### src/rtl/alu_ctrl_pkg.sv
// Shared definitions for the ALU sequencing controller: FSM states,
// instruction class codes and the ALU function codes.
package alu_ctrl_pkg;

    typedef enum logic [2:0] {
        S_IDLE = 3'd0,
        S_T1   = 3'd1,
        S_T2   = 3'd2,
        S_T3   = 3'd3,
        S_T4   = 3'd4
    } state_t;

    localparam logic [1:0] CLS_RR   = 2'b00;  // register-register ALU op
    localparam logic [1:0] CLS_MVI  = 2'b01;  // move immediate
    localparam logic [1:0] CLS_ADDI = 2'b10;  // add immediate
    localparam logic [1:0] CLS_SUBI = 2'b11;  // subtract immediate

    // Function codes understood by the ALU; anything outside FN_ADD..FN_SHR is illegal.
    localparam logic [3:0] FN_ADD  = 4'b0010;
    localparam logic [3:0] FN_SUB  = 4'b0011;
    localparam logic [3:0] FN_AND  = 4'b0100;
    localparam logic [3:0] FN_OR   = 4'b0101;
    localparam logic [3:0] FN_XOR  = 4'b0110;
    localparam logic [3:0] FN_NAND = 4'b0111;
    localparam logic [3:0] FN_NOR  = 4'b1000;
    localparam logic [3:0] FN_XNOR = 4'b1001;
    localparam logic [3:0] FN_SHL  = 4'b1010;
    localparam logic [3:0] FN_SHR  = 4'b1011;

    function automatic logic fn_is_legal(input logic [3:0] fn);
        return (fn >= FN_ADD) && (fn <= FN_SHR);
    endfunction

endpackage

### src/rtl/instr_decode.sv
// Combinational split of the latched instruction word into its fields.
// The immediate is not needed here: the datapath routes it when EXTERN is high.
module instr_decode
    import alu_ctrl_pkg::*;
(
    input  logic [9:0] ir,
    output logic [1:0] cls,
    output logic [3:0] fn,
    output logic [1:0] rx,
    output logic [1:0] ry,
    output logic       legal
);

    always_comb begin
        cls   = ir[9:8];
        fn    = ir[7:4];
        ry    = ir[1:0];
        // Rx sits at [3:2] for reg-reg and at [7:6] for the immediate classes.
        rx    = (ir[9:8] == CLS_RR) ? ir[3:2] : ir[7:6];
        legal = (ir[9:8] != CLS_RR) || fn_is_legal(ir[7:4]);
    end

endmodule

### src/rtl/alu_seq_ctrl.sv
// Multi-cycle ALU sequencer: latches an instruction on START and steps
// T1..T4 driving Moore-style register/ALU strobes from state and IR.
module alu_seq_ctrl
    import alu_ctrl_pkg::*;
#(
    parameter int N    = 10,
    parameter int NREG = 4
) (
    input  logic            CLKb,
    input  logic            RSTb,
    input  logic            START,
    input  logic [N-1:0]    INSTR,
    output logic            BUSY,
    output logic            DONE,
    output logic            ERR,
    output logic            Ain,
    output logic            Gin,
    output logic            Gout,
    output logic [3:0]      FN,
    output logic [1:0]      OPCLS,
    output logic [NREG-1:0] ROUT,
    output logic [NREG-1:0] RIN,
    output logic            EXTERN
);

    state_t         state_reg, state_next;
    logic [N-1:0]   ir_reg, ir_next;

    logic [1:0]     dec_cls;
    logic [3:0]     dec_fn;
    logic [1:0]     dec_rx;
    logic [1:0]     dec_ry;
    logic           dec_legal;

    logic           rout_en;
    logic [1:0]     rout_idx;
    logic           rin_en;

    instr_decode u_decode (
        .ir    (ir_reg[9:0]),
        .cls   (dec_cls),
        .fn    (dec_fn),
        .rx    (dec_rx),
        .ry    (dec_ry),
        .legal (dec_legal)
    );

    always_ff @(posedge CLKb) begin
        if (!RSTb) begin
            state_reg <= S_IDLE;
            ir_reg    <= '0;
        end else begin
            state_reg <= state_next;
            ir_reg    <= ir_next;
        end
    end

    always_comb begin
        state_next = state_reg;
        ir_next    = ir_reg;
        case (state_reg)
            S_IDLE: begin
                if (START) begin
                    state_next = S_T1;
                    ir_next    = INSTR;
                end
            end
            S_T1: begin
                if (dec_cls == CLS_MVI || !dec_legal)
                    state_next = S_IDLE;
                else
                    state_next = S_T2;
            end
            S_T2:    state_next = S_T3;
            S_T3:    state_next = S_T4;
            S_T4:    state_next = S_IDLE;
            default: state_next = S_IDLE;
        endcase
    end

    always_comb begin
        BUSY     = (state_reg != S_IDLE);
        DONE     = 1'b0;
        ERR      = 1'b0;
        Ain      = 1'b0;
        Gin      = 1'b0;
        Gout     = 1'b0;
        EXTERN   = 1'b0;
        FN       = 4'b0000;
        OPCLS    = 2'b00;
        rout_en  = 1'b0;
        rout_idx = dec_rx;
        rin_en   = 1'b0;
        if (state_reg != S_IDLE) begin
            FN    = dec_fn;
            OPCLS = dec_cls;
        end
        case (state_reg)
            S_T1: begin
                if (!dec_legal) begin
                    ERR = 1'b1;
                end else if (dec_cls == CLS_MVI) begin
                    EXTERN = 1'b1;
                    rin_en = 1'b1;
                    DONE   = 1'b1;
                end else begin
                    rout_en = 1'b1;
                    Ain     = 1'b1;
                end
            end
            S_T2: begin
                Gin = 1'b1;
                if (dec_cls == CLS_RR) begin
                    rout_en  = 1'b1;
                    rout_idx = dec_ry;
                end else begin
                    EXTERN = 1'b1;
                end
            end
            // Gout spans T3 and T4 so the falling-edge ALU capture stays valid for write-back.
            S_T3: Gout = 1'b1;
            S_T4: begin
                Gout   = 1'b1;
                rin_en = 1'b1;
                DONE   = 1'b1;
            end
            default: ;
        endcase
    end

    // Both selects come from a single index, so each is one-hot or zero by construction.
    generate
        for (genvar gi = 0; gi < NREG; gi++) begin : g_sel
            assign ROUT[gi] = rout_en && (int'(rout_idx) == gi);
            assign RIN[gi]  = rin_en  && (int'(dec_rx) == gi);
        end
    endgenerate

endmodule

### config.mk
export PLATFORM = sky130hd
export DESIGN_NAME = alu_seq_ctrl
export DESIGN_NICKNAME = d
export VERILOG_FILES = /design/src/rtl/alu_ctrl_pkg.sv /design/src/rtl/instr_decode.sv /design/src/rtl/alu_seq_ctrl.sv
export SDC_FILE = /design/constraint.sdc
export NUM_CORES = 1
export LEC_CHECK = 0
export CAP_MARGIN = 0
export CORE_MARGIN = 4
export CORE_UTILIZATION = 40
export CTS_BUF_LIST = sky130_fd_sc_hd__clkbuf_2
export CTS_CLUSTER_DIAMETER = 150
export DETAILED_ROUTE_END_ITERATION = 12
export PLACE_DENSITY = 0.84
export SYNTH_ARGS = -nofsm -noshare
export SYNTH_HDL_FRONTEND = slang
export SYNTH_SLANG_ARGS = --single-unit
export TNS_END_PERCENT = 1
### constraint.sdc
create_clock -name CLKb -period 2.2 [get_ports CLKb]
set_input_delay 0.33 -clock CLKb [delete_from_list [all_inputs] [get_ports CLKb]]
set_output_delay 0.33 -clock CLKb [all_outputs]
set_load 0.05 [all_outputs]
==> flow_summary.yaml <==
floorplan:
  core-area_mm2: 0.00202
  start_util: 0.431
  die_area_mm2: 0.00299
  dieHeight_um: 54.7
  dieWidth_um: 54.7
  num_rows: 16
  design.portCount: 34
cells_and_area:
  antenna_cells: 0
  final_cells: 189
  largest_register_ff_count: 10
  fin_nets: 176
  drive_gt1_frac: 0.383
  seqCellArea_um2: 265
  multi_input_area_um2: 626
  synthToLayoutAreaGrowth_pct: 68.1
  num-fill-cells: 159
cts:
  clock_path_buffers: 2
  cts.sinks: 13
  cts_inserted_buffers: 3
  path_clk_slew_ns: 0.13
  clk_latency_ns: 0.28
  htree_levels: 1
  root_buffer: "clkbuf_2"
  cts_tree: "built"
sta:
  slew_viol_final: 0
  setup_viol: 4
  hold_viol: 0
  fmax_ghz: 0.428
  rsz0062_at_grt: "yes"
  fin_skew_ns: 0.00520
  fin_hold_ws_ns: 0.471
  fin_crit_ns: 2.34
  period_share: 1.06
  relSlewSlack: 0.521
  worst_pin_slew_ns: 0.719
  setup_tns_ns: -0.401
  setup_ws_ns: -0.136
detailed_routing:
  vias: 998
  routedWlPerCell_um: 13.4
  drt.antenna.violating_nets: 0
  wl_um: 2530
  first_iter_violations: 16
  viasPerCell: 5.28
  drt_pre_antenna_iters: 4
  drc: 0
worst_setup_path:
  cp.required_ns: 1.87
  worstSetupEndpointType: "primary output"
  startpoint_type: "flip-flop"
  rrSetupSlack_ns: 0.54
  worstReg2RegStart: "state_reg[0]"
  critical_path_class: "flip-flop to primary output"
  rr_worst_depth: 7
  cp_max_fo: 3
  cp.arrival_ns: 2.01
  crit_start: "state_reg[0]"
place:
  globalplace.congestion: 0.847
  dp_hpwl_um: 1960
  pre_cts_ws_ns: 0.00444
  port_buffers: 33
  place_inst: 183
yosys:
  syn_inst: 116
  ys.warnings.count: 0
  netlist-cell-type-count: 34
  synth_area_um2: 871
  ys_async_sr_fraction: 0
  syn_nets: 129
  synth_edf_count: 0
  seq_area_frac_synth: 0.299
  syn_avg_cell_area_um2: 7.51
  yosys_register_bits: 13
  synth-main-ff-cell: "dfxtp_1"
grt:
  grt_overflow: 0
  grt_first_pass_wirelength_um: 4070
  grt_pass1_vias: 938
  grt.total_usage: 0.195
  antenna_found_initial: 0
  grt_max_degree: 11
min_path:
  hp-start: "ir_reg[4]"
  hold_path_class: "flip-flop to flip-flop"
  whs_path_depth: 2
pwr:
  cellPowerDensity_mw_per_mm2: 484
  peakVddDrop_v: 0.000354
  power.leakage_nw: 0.615
  power_mw: 0.708
job:
  max_cap_violations: 0
status:
  violations: "setup timing"
  status: "finished with violations"
-- cell usage after synthesis (4+ instances only) --
master / number / area [µm²]
clkbuf_1: 5 / 18.8
nor2_1: 11 / 41.3
dfxtp_1: 13 / 260
nand2_1: 23 / 86.3
nor2b_1: 5 / 31.3
inv_1: 4 / 15.0
nor3_1: 9 / 45.0
nand3b_1: 4 / 30.0
a21oi_1: 4 / 20.0
a21boi_0: 9 / 67.6
-- critical path: stages (launching register included) --
cell and delay [ns]:
dfxtp_2 0.36, buf_6 0.12, nor3b_4 0.31, mux2_4 0.34, mux2_4 0.29, nor3_4 0.13
buf_6 0.18
-- layout by cell type, fill, tap and decap left out, types with 2 or more instances in the layout --
| cell | count |
|---|---|
| inv_1 | 4 |
| buf_4 | 26 |
| buf_6 | 5 |
| nand3b_1 | 4 |
| clkdlybuf4s50_1 | 12 |
| nor3_1 | 5 |
| or2b_1 | 2 |
| o22ai_1 | 2 |
| nor3_4 | 4 |
| dfxtp_1 | 9 |
| mux2_4 | 2 |
| nand2_1 | 23 |
| a21boi_0 | 9 |
| dfxtp_2 | 4 |
| mux2i_2 | 2 |
| clkbuf_2 | 4 |
| nor2b_1 | 5 |
| nor2_1 | 11 |
| a21oi_1 | 4 |
| nand2b_1 | 2 |
| buf_12 | 6 |
-- final timing paths --
kind,endpoint
max,ROUT[0]
min,ir_reg[4]
max reg2reg,ir_reg[2]
min reg2reg,ir_reg[4]
-- per-stage QoR --
step,utilization,cell area (µm²)
6_report,0.724,1460
5_1_grt,0.724,1460
4_1_cts,0.715,1450
3_5_place_dp,0.684,1380
3_3_place_gp,0.684,1380
2_1_floorplan,-,927
-- final cells by class --
cell class	count	area share
multi-input cells	91	0.427
repair buffers	50	0.344
flip-flops and latches	13	0.181
well taps	27	0.0231
clock buffers	4	0.0137
inverters	4	0.0103
-- timing repair --
action	CTS	global route
hold buffers	0	0
pin swaps	3	0
buffers inserted	2	0
setup endpoints to repair	4	7
gates resized for setup	9	6
-- layer usage --
metal,share of wire,vias up,track usage
li1,-,490,-
met1,0.40,463,0.218
met2,0.50,37,0.348
met3,0.065,8,0.0245
met4,0.031,0,0.112
met5,0,-,0
-- power by group --
part | internal (mW) | leakage, nW | switching (mW)
clock network | 0.0482 | 0.0166 | 0.0809
logic | 0.138 | 0.490 | 0.171
registers | 0.252 | 0.108 | 0.0178
total | 0.438 | 0.615 | 0.270
-- cell families (layout without fill, tap and decap cells) --
kind of cell,Yosys count,in the layout,share of synthesized area
AO/OA/AOI/OAI,22,22,0.195
buffers and inverters,12,58,0.0589
flip-flops,13,13,0.299
multiplexers,4,4,0.0488
AND/OR/NAND/NOR,65,65,0.398
(Power assumes the default switching activity.)
